==> config.mk <==
export PLATFORM = sky130hd
export DESIGN_NAME = mult_div_sequencer
export DESIGN_NICKNAME = d
export VERILOG_FILES = /design/src/rtl/mult_div_sequencer.sv
export SDC_FILE = /design/constraint.sdc
export NUM_CORES = 1
export LEC_CHECK = 0
export ABC_AREA = 1
export BUFFER_PORTS_ARGS = -buffer_cell sky130_fd_sc_hd__buf_2
export CORE_MARGIN = 5
export CORE_UTILIZATION = 45
export CTS_BUF_LIST = sky130_fd_sc_hd__clkbuf_2 sky130_fd_sc_hd__clkbuf_4 sky130_fd_sc_hd__clkbuf_8
export DETAILED_ROUTE_END_ITERATION = 6
export GPL_TIMING_DRIVEN = 0
export PLACE_DENSITY = 0.76
export SLEW_MARGIN = 20
export SYNTH_ARGS = -nofsm -noshare
export SYNTH_HDL_FRONTEND = slang
export SYNTH_SLANG_ARGS = --single-unit
==> constraint.sdc <==
create_clock -name clk -period 9.13 [get_ports clk]
set_input_delay 1.826 -clock clk [delete_from_list [all_inputs] [get_ports clk]]
set_output_delay 1.826 -clock clk [all_outputs]
set_load 0.1 [all_outputs]
==> src/rtl/mult_div_sequencer.sv <==
// mult_div_sequencer
//   Iterative 32x32 multiply (and, optionally, divide) sequencer that borrows
//   a shared combinational ALU one step per cycle and owns the HI/LO registers.
//   Sequence: IDLE -> PREP (1) -> ITER (32) -> FIX (1) -> IDLE, with done
//   pulsing on the cycle after FIX, i.e. the 35th cycle after the start edge.
//
//   Optional feature: define MULT_DIV_SEQ_DIV_EN to build DIV/DIVU support.
//   Without it, a start with op[1]=1 is ignored.
//
// Ports
//   clk, reset            clock, asynchronous active-high reset
//   start, op             launch request (IDLE only); 00 MULT 01 MULTU 10 DIV 11 DIVU
//   rs_val, rt_val        multiplicand/dividend, multiplier/divisor
//   mthi_we, mtlo_we      direct HI/LO writes (IDLE only), data on mt_data
//   busy, done            busy in PREP/ITER/FIX; one-cycle completion pulse
//   hi, lo                architectural HI/LO
//   alu_control, alu_src_a, alu_src_b, alu_result   shared ALU request/response
//   state_dbg             current FSM state (0 IDLE, 1 PREP, 2 ITER, 3 FIX)
//
// Handshake: start is a level sampled only on a rising edge while busy=0;
// the operation is accepted on that edge and no further request is taken
// until busy falls. done is high for exactly one cycle per accepted operation.
module mult_div_sequencer #(
  parameter logic [4:0] ALU_ADD = 5'b00010,
  parameter logic [4:0] ALU_SUB = 5'b00110
) (
  input  logic        clk,
  input  logic        reset,
  input  logic        start,
  input  logic [1:0]  op,
  input  logic [31:0] rs_val,
  input  logic [31:0] rt_val,
  input  logic        mthi_we,
  input  logic        mtlo_we,
  input  logic [31:0] mt_data,
  output logic        busy,
  output logic        done,
  output logic [31:0] hi,
  output logic [31:0] lo,
  output logic [4:0]  alu_control,
  output logic [31:0] alu_src_a,
  output logic [31:0] alu_src_b,
  input  logic [31:0] alu_result,
  output logic [1:0]  state_dbg
);

  typedef enum logic [1:0] {S_IDLE = 2'd0, S_PREP = 2'd1, S_ITER = 2'd2, S_FIX = 2'd3} state_t;

  state_t      state_q, state_d;
  logic [4:0]  cnt_q, cnt_d;
  logic        signed_q, signed_d;
  logic        neg_res_q, neg_res_d;
  logic [31:0] a_q, a_d;          // raw rs_val
  logic [31:0] b_q, b_d;          // raw rt_val
  logic [31:0] m_q, m_d;          // multiplicand or divisor magnitude
  logic [31:0] acc_hi_q, acc_hi_d; // product high / remainder
  logic [31:0] acc_lo_q, acc_lo_d; // multiplier->product low / quotient
  logic [31:0] hi_q, hi_d;
  logic [31:0] lo_q, lo_d;
  logic        done_q, done_d;

  logic        accept;
  logic [31:0] mag_a, mag_b;
  logic        carry;
  logic [63:0] prod;

`ifdef MULT_DIV_SEQ_DIV_EN
  logic        div_q, div_d;
  logic        neg_rem_q, neg_rem_d;
  logic [32:0] r_wide;
  assign accept = start;
`else
  // Divide requests are dropped entirely when division is not built.
  assign accept = start && !op[1];
`endif

  // State register and all datapath flops
  always_ff @(posedge clk or posedge reset) begin
    if (reset) begin
      state_q   <= S_IDLE;
      cnt_q     <= '0;
      signed_q  <= 1'b0;
      neg_res_q <= 1'b0;
      a_q       <= '0;
      b_q       <= '0;
      m_q       <= '0;
      acc_hi_q  <= '0;
      acc_lo_q  <= '0;
      hi_q      <= '0;
      lo_q      <= '0;
      done_q    <= 1'b0;
`ifdef MULT_DIV_SEQ_DIV_EN
      div_q     <= 1'b0;
      neg_rem_q <= 1'b0;
`endif
    end else begin
      state_q   <= state_d;
      cnt_q     <= cnt_d;
      signed_q  <= signed_d;
      neg_res_q <= neg_res_d;
      a_q       <= a_d;
      b_q       <= b_d;
      m_q       <= m_d;
      acc_hi_q  <= acc_hi_d;
      acc_lo_q  <= acc_lo_d;
      hi_q      <= hi_d;
      lo_q      <= lo_d;
      done_q    <= done_d;
`ifdef MULT_DIV_SEQ_DIV_EN
      div_q     <= div_d;
      neg_rem_q <= neg_rem_d;
`endif
    end
  end

  // Next-state logic
  always_comb begin
    state_d = state_q;
    case (state_q)
      S_IDLE: if (accept) state_d = S_PREP;
      S_PREP: state_d = S_ITER;
      S_ITER: if (cnt_q == 5'd31) state_d = S_FIX;
      S_FIX:  state_d = S_IDLE;
      default: state_d = S_IDLE;
    endcase
  end

  // Datapath and output logic
  always_comb begin
    cnt_d       = cnt_q;
    signed_d    = signed_q;
    neg_res_d   = neg_res_q;
    a_d         = a_q;
    b_d         = b_q;
    m_d         = m_q;
    acc_hi_d    = acc_hi_q;
    acc_lo_d    = acc_lo_q;
    hi_d        = hi_q;
    lo_d        = lo_q;
    done_d      = 1'b0;
    alu_control = ALU_ADD;
    alu_src_a   = '0;
    alu_src_b   = '0;
    mag_a       = '0;
    mag_b       = '0;
    carry       = 1'b0;
    prod        = '0;
`ifdef MULT_DIV_SEQ_DIV_EN
    div_d       = div_q;
    neg_rem_d   = neg_rem_q;
    r_wide      = '0;
`endif
    case (state_q)
      S_IDLE: begin
        if (accept) begin
          a_d      = rs_val;
          b_d      = rt_val;
          signed_d = ~op[0];
`ifdef MULT_DIV_SEQ_DIV_EN
          div_d    = op[1];
`endif
        end
        if (mthi_we) hi_d = mt_data;
        if (mtlo_we) lo_d = mt_data;
      end
      S_PREP: begin
        mag_a     = (signed_q && a_q[31]) ? -a_q : a_q;
        mag_b     = (signed_q && b_q[31]) ? -b_q : b_q;
        neg_res_d = signed_q & (a_q[31] ^ b_q[31]);
        cnt_d     = '0;
        acc_hi_d  = '0;
        m_d       = mag_a;
        acc_lo_d  = mag_b;
`ifdef MULT_DIV_SEQ_DIV_EN
        neg_rem_d = signed_q & a_q[31];
        if (div_q) begin
          m_d      = mag_b;
          acc_lo_d = mag_a;
        end
`endif
      end
      S_ITER: begin
        cnt_d = cnt_q + 5'd1;
        // Shift-add multiply: the carry out of the 32-bit add is recovered
        // from the ALU result wrapping below its first operand.
        alu_src_a = acc_hi_q;
        alu_src_b = acc_lo_q[0] ? m_q : 32'd0;
        carry     = (alu_result < acc_hi_q);
        acc_hi_d  = {carry, alu_result[31:1]};
        acc_lo_d  = {alu_result[0], acc_lo_q[31:1]};
`ifdef MULT_DIV_SEQ_DIV_EN
        if (div_q) begin
          // Restoring divide; R[32] set means R already exceeds any divisor.
          r_wide      = {acc_hi_q, acc_lo_q[31]};
          alu_control = ALU_SUB;
          alu_src_a   = r_wide[31:0];
          alu_src_b   = m_q;
          if (r_wide[32] || (r_wide[31:0] >= m_q)) begin
            acc_hi_d = alu_result;
            acc_lo_d = {acc_lo_q[30:0], 1'b1};
          end else begin
            acc_hi_d = r_wide[31:0];
            acc_lo_d = {acc_lo_q[30:0], 1'b0};
          end
        end
`endif
      end
      S_FIX: begin
        done_d = 1'b1;
        prod   = {acc_hi_q, acc_lo_q};
        if (neg_res_q) prod = -prod;
        hi_d = prod[63:32];
        lo_d = prod[31:0];
`ifdef MULT_DIV_SEQ_DIV_EN
        if (div_q) begin
          if (b_q == 32'd0) begin
            // Zero divisor: all-ones quotient, dividend returned untouched.
            hi_d = a_q;
            lo_d = 32'hFFFF_FFFF;
          end else begin
            lo_d = neg_res_q ? -acc_lo_q : acc_lo_q;
            hi_d = neg_rem_q ? -acc_hi_q : acc_hi_q;
          end
        end
`endif
      end
      default: ;
    endcase
  end

  assign busy      = (state_q != S_IDLE);
  assign done      = done_q;
  assign hi        = hi_q;
  assign lo        = lo_q;
  assign state_dbg = state_q;

endmodule

==> results_dict.tcl, run 1 <==
set metrics [dict create \
    port_buffers 266 \
    cp_top_family "buffers and inverters" \
    final_cells 2765 \
    ys.flop_type "dfrtp_1" \
    ant_nets 0 \
    rsz0062_at_grt "false" \
    slowest_delay_ns 0.56 \
    grt_antenna_before_repair 1 \
    clockBufferDepth 3 \
    num_antenna_cells 0 \
    routed_wl_um 54000 \
    slew_headroom_pct 53.8 \
    postSynthAreaPerCell_um2 7.16 \
    crit_type "reg -> out" \
    swShare_pct 58.4 \
    final_net_count 2513 \
    p_sw_mw 4.43 \
    drtPass1Iterations 6 \
    core_area_um2 31600 \
    clock_skew_ns 0.0227 \
    die-height_um 189 \
    area_growth_pct 19.0 \
    whs_ns 0.487 \
    place_ws_ns 4.78 \
    peakVddDrop_mv 0.328 \
    cp_slowest_cell "buf_1" \
    clockPowerShare_pct 13.3 \
    synthArstFlopShare_pct 100 \
    grt_pass1_wl_um 83500 \
    dieArea_um2 35800 \
    clkSinkCount 234 \
    status "finished clean" \
    synthesis.area_um2 14500 \
    fmax_mhz 199 \
    period_minus_slack_ns 5.02 \
    synth_edf_count 0 \
    die_x_um 189 \
    dp_hpwl_um 43100 \
    drive_gt1_share_pct 18.8 \
    drv_cap 0 \
    ios 272 \
    tightest_slew_ns 0.693 \
    cts_made_buffers 43 \
    clock-root-buffer "clkbuf_8" \
    endpoint_kind "output pin" \
    path_max_fanout 10 \
    drtIter0Drc 1376 \
    ctsHtreeMaxLevel 2 \
    ys_warn_count 0 \
    slew_viol_final 0 \
    rows 65 \
    seq_area_frac_synth_pct 40.5 \
    path_cells "inv_1 > ha_1 > buf_2 > buf_1 > buf_1 > nand2_1 > inv_1 > buf_2" \
    holdBufCountCts 0 \
    path_clk_slew_ns 0.06 \
    synthCells 2022 \
    via_per_inst 5.55 \
    finalSetupViolations 0 \
    ys_types 46 \
    p_leak_nw 8.76 \
    grt_usage_pct 29.3 \
    seq_power_share_pct 25.4 \
    power.density_nw_per_um2 440 \
    initial_core_util_pct 45.7 \
    p_comb_share_pct 61.3 \
    cts_tree "yes" \
    grt_pass1_vias 14900 \
    wl_per_cell_um 19.5 \
    vias 15300 \
    utilization_pct 54.4 \
    required_ns 7.30 \
    internal-power_mw 3.15 \
    gp_congestion 0.965 \
    dp_cells 2695 \
    dpl-instance-area_um2 16400 \
    grt_max_degree 90 \
    drc 0 \
    fin_ws_ns 4.11 \
    fin_area_um2 17200 \
    cts_resized 0 \
    insertion_delay_ns 0.56 \
    startpoint_type "flip-flop" \
    arrival_ns 3.20 \
    worst-path-buf-inv 6 \
    ys_ff_latch 234 \
    hold_path_class "reg -> reg" \
    overflow 0 \
    period_share_pct 55.0 \
    finalHoldViolations 0 \
    post_cts_buffers 0 \
]
routing by layer:
metal	vias up	track usage [%]	routed length, µm
met5	-	0	13
met4	2	8.63	1670
met3	112	5.16	4750
met2	738	49.2	25200
met1	7259	39.1	22400
li1	7237	-	-
worst paths after layout:
| kind | from | to | slack [ns] | cells past startpoint |
|---|---|---|---|---|
| setup reg to reg | state_dbg[1] | acc_lo_q[7] | 6.58 | 5 |
| hold reg to reg | m_q[14] | m_q[14] | 0.49 | 2 |
| min in group asynchronous | reset | acc_hi_q[6] | 1.31 | 2 |
| setup / recovery | state_dbg[0] | alu_src_a[13] | 4.11 | 8 |
| max in group asynchronous | reset | b_q[6] | 6.95 | 3 |
| hold / removal | m_q[14] | m_q[14] | 0.49 | 2 |
cell usage in the layout, fill, tap and decap left out, drive strengths merged, types with 3 or more instances in the layout:
cell    netlist  routed
nand2       367     367
and2          4       4
dfrtp       234     234
a21o          3       3
o221ai       11      11
nand3       230     230
clkinv        2       4
o21bai       14      14
o21ai       111     111
o22ai        26      26
clkbuf       50     116
conb          2       5
xor2         23      23
nand4        21      21
nand3b        3       3
o31ai         8       8
o211ai        6       6
buf          42     310
a21oi       188     188
inv         242     242
ha           40      40
a31oi         9       9
o21a          3       3
xnor2         4       4
nor3          9       9
nor2        350     350
mux2         12      12
or2           5       5
synthesized netlist by cell type, drive strengths merged (5+ instances only):
library cell | count | area [µm²]
a21oi | 188 | 948
a31oi | 9 | 56.3
buf | 42 | 206
clkbuf | 50 | 188
dfrtp | 234 | 5860
ha | 40 | 500
inv | 242 | 908
mux2 | 12 | 135
nand2 | 367 | 1440
nand3 | 230 | 1180
nand4 | 21 | 138
nor2 | 350 | 1430
nor3 | 9 | 55.1
o211ai | 6 | 45.0
o21ai | 111 | 574
o21bai | 14 | 105
o221ai | 11 | 96.3
o22ai | 26 | 163
o31ai | 8 | 60.1
or2 | 5 | 31.3
xor2 | 23 | 201
sequential cells by signal, summed over array words and instances (netlist names):
signal     cells
b_q           32
m_q           32
state_dbg      2
a_q           32
done           1
signed_q       1
lo            32
hi            32
acc_hi_q      32
neg_res_q      1
cnt_q          5
acc_lo_q      32
final cells by class:
cell class                      instances  area (µm²)
Multi-Input combinational cell       1455        7320
Tap cell                              402         503
Buffer                                 92         394
Timing Repair Buffer                  268        1390
Clock inverter                          4        25.0
Sequential cell                       234        5860
Clock buffer                           66         815
Inverter                              244         923
Fill cell                            3072       14400
power groups by stage:
stage / clock [mW] / combinational [mW] / sequential, mW
global route: 1.07 / 5.01 / 1.98
finish: 1.01 / 4.64 / 1.92
global placement: 0 / 4.52 / 1.92
detailed placement: 0 / 4.60 / 1.93
CTS: 1.02 / 4.62 / 1.91
floorplan: 0 / 2.48 / 2.86
per-stage QoR:
stage               TNS [ns]  power, mW
floorplan                  0       5.34
global placement     -409.15       6.44
detailed placement         0       6.53
CTS                        0       7.55
global route               0       8.06
finish                     0       7.57
cell families after synthesis:
kind of cell | synth area share (%)
DFF | 40.5
muxes | 0.934
other | 0.0519
adders and majority gates | 3.46
xor gates and xnor gates | 1.63
and+or+nand+nor | 29.9
AOI/OAI and AO/OA | 14.5
buffers and inverters | 9.05
worst min-delay path, cell delays in order (launching register included):
cell and delay (ns):
dfrtp_1 0.33, nand2_1 0.05, o21ai_0 0.06
Power figures use the tool's default switching activity.
==> run 2: changes to the inputs <==
Settings changed: PLACE_DENSITY 0.76 to 0.78.
Clock period 9.13 ns to 4.3 ns, I/O delays scaled along.
==> run 2 against run 1 <==
Effect of this change:
- critical path depth is the same
- flip-flop and latch count is the same
- power grew 110%
==> results_dict.tcl, run 2 (same netlist as run 1, synthesis figures left out) <==
set metrics [dict create \
    grt_pass1_vias 15000 \
    p_comb_share_pct 60.9 \
    place_ws_ns 0.870 \
    finalSetupViolations 0 \
    peakVddDrop_mv 0.664 \
    holdBufCountCts 0 \
    die_x_um 189 \
    arrival_ns 3.23 \
    grt_max_degree 35 \
    via_per_inst 5.51 \
    clock-root-buffer "clkbuf_8" \
    drtIter0Drc 1230 \
    timing.rr.start "state_dbg[1]" \
    grt_antenna_before_repair 1 \
    internal-power_mw 6.76 \
    clkSinkCount 234 \
    initial_core_util_pct 45.7 \
    p_sw_mw 9.47 \
    r2r-end "acc_lo_q[0]" \
    grt_usage_pct 29.7 \
    final_net_count 2517 \
    register_area_um2 5860 \
    status "finished clean" \
    vias 15300 \
    seq_power_share_pct 25.2 \
    power.density_nw_per_um2 934 \
    period_share_pct 95.2 \
    path_clk_slew_ns 0.06 \
    cts_made_buffers 42 \
    drive_gt1_share_pct 19.1 \
    rsz0062_at_grt "false" \
    cts_resized 0 \
    finalHoldViolations 0 \
    period_minus_slack_ns 4.09 \
    grt_pass1_wl_um 84300 \
    core_area_um2 31600 \
    fin_ws_ns 0.206 \
    routed_wl_um 55000 \
    reg2reg_setup_slack_ns 1.77 \
    reg2regPathDepth 5 \
    endpoint_kind "output pin" \
    insertion_delay_ns 0.58 \
    rows 65 \
    drc 0 \
    drv_cap 0 \
    slew_viol_final 0 \
    multi_input_area_um2 7320 \
    clock_skew_ns 0.0345 \
    path_max_fanout 10 \
    dp_hpwl_um 43800 \
    ios 272 \
    required_ns 3.44 \
    overflow 0 \
    p_leak_nw 8.83 \
    clockPowerShare_pct 13.9 \
    ant_nets 0 \
    startpoint_type "flip-flop" \
    die-height_um 189 \
    fin_area_um2 17400 \
    ctsHtreeMaxLevel 2 \
    slew_headroom_pct 50.4 \
    clockBufferDepth 3 \
    post_cts_buffers 0 \
    gp_congestion 0.981 \
    crit_type "reg -> out" \
    wl_per_cell_um 19.8 \
    hold_path_class "in -> async" \
    drtPass1Iterations 5 \
    swShare_pct 58.3 \
    tightest_slew_ns 0.744 \
    port_buffers 266 \
    dpl-instance-area_um2 16500 \
    fmax_mhz 244 \
    fillers 3134 \
    cts_tree "yes" \
    dieArea_um2 35800 \
    area_growth_pct 20.0 \
    layout_commonest_cell "nand2_1" \
    final_cell_mix "nand2_1, nor2_1, buf_2, dfrtp_1, inv_1" \
]
[run 2: cell count changes in the layout (fill, tap and decap cells not counted), sizes merged]
| cell | before | now |
|---|---|---|
| inv | 242 | 243 |
| clkinv | 4 | 5 |
| buf | 310 | 315 |
| diode | 0 | 1 |
[run 2: cell type report]
class                      instances  area share, %
multi-input combinational       1455           42.1
sequential                       234           33.7
timing repair buffer             273           8.51
inverter                         244           5.29
clock buffer                      66           4.94
tap                              402           2.90
buffer                            92           2.27
clock inverter                     6          0.230
antenna                            1         0.0144
[run 2: layer usage]
metal,vias up,part of all wire [%],GRT usage [%]
met2,686,46,49.6
met5,-,0,0
li1,7245,-,-
met1,7237,42,39.8
met3,111,7.9,4.55
met4,0,3.4,10.1
[run 2: worst max path at each step]
stage                       startpoint  slack, ns            end
after detailed placement  state_dbg[0]       0.87  alu_src_a[14]
after CTS                 state_dbg[0]       0.25  alu_src_a[14]
after floorplan                  reset       0.38         a_q[0]
after global placement           reset      -1.10         lo[19]
after global routing      state_dbg[0]       0.08  alu_src_a[12]
final                     state_dbg[0]       0.21  alu_src_a[14]
[run 2: power by group through the flow]
stage | logic (mW) | registers, mW | clock network (mW)
floorplan | 5.26 | 6.07 | 0
global placement | 9.59 | 4.07 | 0
detailed placement | 9.78 | 4.10 | 0
CTS | 9.81 | 4.07 | 2.28
global route | 10.6 | 4.19 | 2.37
finish | 9.88 | 4.10 | 2.25
[run 2: critical path, stage by stage (launching register included)]
cell,delay (ns)
dfrtp_1,0.42
inv_1,0.11
ha_1,0.14
buf_2,0.25
buf_1,0.60
buf_1,0.45
nand2_1,0.19
inv_1,0.08
buf_2,0.42
[run 2: through the flow]
step / cells / util [%] / hold WS, ns / power [mW] / setup TNS (ns)
after global placement: 2693 / 51.6 / 0.465 / 13.7 / -251.79
after CTS: 2772 / 54.9 / 0.371 / 16.2 / 0
after global routing: 2773 / 54.9 / 0.419 / 17.2 / 0
after floorplan: 2025 / - / 0.449 / 11.3 / 0
after detailed placement: 2700 / 52.1 / 0.474 / 13.9 / 0
final: 2773 / 54.9 / 0.376 / 16.2 / 0
==> run 3: changes to the inputs <==
Settings changed: CORE_UTILIZATION 45 to 34, PLACE_DENSITY 0.78 to 0.64.
==> run 3 against run 2 <==
Effect of this change:
- the run now ends with design-rule violations left
- routed wire length grew 3.7%
- sequential share of layout area is 0.33 points lower
- sequential power barely moved
- combinational power barely moved
- critical path type unchanged
- die area rose by 31%
- critical path depth shrank 1
==> results_dict.tcl, run 3 (same netlist as run 1, synthesis figures left out) <==
set metrics [dict create \
    ant_nets 0 \
    clock_skew_ns 0.0313 \
    grt_pass1_wl_um 87800 \
    cts_made_buffers 43 \
    overflow 0 \
    cts_tree "yes" \
    slew_headroom_pct 46.8 \
    crit_type "reg -> out" \
    vias 15200 \
    swShare_pct 58.5 \
    holdBufCountCts 0 \
    grt_usage_pct 23.8 \
    power.density_nw_per_um2 925 \
    tns_ns 0 \
    ios 272 \
    path_max_fanout 18 \
    final_net_count 2518 \
    required_ns 3.44 \
    rsz0062_at_grt "false" \
    rows 75 \
    via_per_inst 5.21 \
    fin_ws_ns 0.235 \
    clock-root-buffer "clkbuf_8" \
    endpoint_kind "output pin" \
    final_cells 2913 \
    die_x_um 216 \
    drtPass1Iterations 7 \
    dieArea_um2 46800 \
    clockBufferDepth 3 \
    dpl-instance-area_um2 16700 \
    p_sw_mw 9.50 \
    status "complete, but fails checks" \
    grt_antenna_before_repair 1 \
    clkSinkCount 234 \
    die-height_um 216 \
    drive_gt1_share_pct 19.3 \
    fin_area_um2 17500 \
    insertion_delay_ns 0.61 \
    whs_ns 0.152 \
    hold_path_class "in -> async" \
    final_cell_mix "nand2_1, nor2_1, buf_2, dfrtp_1, inv_1" \
    ctsHtreeMaxLevel 2 \
    period_minus_slack_ns 4.07 \
    dp_hpwl_um 46100 \
    num_antenna_cells 0 \
    peakVddDrop_mv 0.546 \
    gp_congestion 0.963 \
    core_area_um2 42000 \
    p_leak_nw 8.83 \
    place_ws_ns 0.726 \
    clockPowerShare_pct 13.8 \
    grt_pass1_vias 15100 \
    finalHoldViolations 0 \
    drv_cap 0 \
    internal-power_mw 6.73 \
    slew_viol_final 0 \
    post_cts_buffers 0 \
    path_clk_slew_ns 0.06 \
    tightest_slew_ns 0.795 \
    drc 1 \
    violations "design-rule violations" \
    p_comb_share_pct 61.0 \
    startpoint_type "flip-flop" \
    cts_resized 0 \
    area_growth_pct 21.2 \
    seq_power_share_pct 25.2 \
    dp_cells 2838 \
    layout_commonest_cell "nand2_1" \
    arrival_ns 3.21 \
    port_buffers 266 \
    wl_per_cell_um 19.6 \
    finalSetupViolations 0 \
    routed_wl_um 57000 \
    drtIter0Drc 1253 \
    initial_core_util_pct 34.4 \
    fmax_mhz 246 \
    grt_max_degree 36 \
    period_share_pct 94.5 \
]
[run 3: power by group through the flow]
stage          Clock [mW]  Sequential (mW)  Combinational [mW]
2_1_floorplan           0             6.07                5.26
3_3_place_gp            0             4.08                9.70
3_5_place_dp            0             4.10                9.85
4_1_cts              2.30             4.07                9.88
5_1_grt              2.41             4.20                10.7
6_report             2.24             4.08                9.90
[run 3: area by class of cell]
cell class / count / area [µm²]
multi-input combinational: 1455 / 7320
buffer: 91 / 390
clock inverter: 9 / 52.6
inverter: 244 / 920
sequential: 234 / 5860
tap: 539 / 674
timing repair buffer: 274 / 1500
fill: 4492 / 24500
clock buffer: 67 / 835
[run 3: final timing paths]
kind / from / to / slack, ns / cells past startpoint
max: state_dbg[0] / alu_src_b[1] / 0.23 / 7
min: reset / done / 0.15 / 2
max reg2reg: state_dbg[0] / acc_lo_q[7] / 1.75 / 5
min reg2reg: lo[1] / lo[1] / 0.48 / 2
max in group asynchronous: reset / b_q[3] / 3.02 / 6
min in group clk: lo[1] / lo[1] / 0.48 / 2
[run 3: worst max-delay path: stages (launching register included)]
cell and delay [ns]:
dfrtp_1 0.42, inv_1 0.12, ha_1 0.16, buf_2 0.46, nand2_1 0.36, clkbuf_1 0.34, nor2_1 0.27, buf_2 0.48
[run 3: through the flow]
| step | power, mW | utilization (%) |
|---|---|---|
| after floorplan | 11.3 | - |
| after global placement | 13.8 | 39.2 |
| after detailed placement | 13.9 | 39.6 |
| after CTS | 16.2 | 41.7 |
| after global routing | 17.3 | 41.7 |
| final | 16.2 | 41.7 |
[run 3: per-layer routing]
layer  GRT usage, %  wire length, µm  up-vias
li1               -                -     7253
met1           31.6            24700     7195
met2           39.4            26300      608
met3           4.48             3830      116
met4           8.14             2030        2
met5              0               13        -
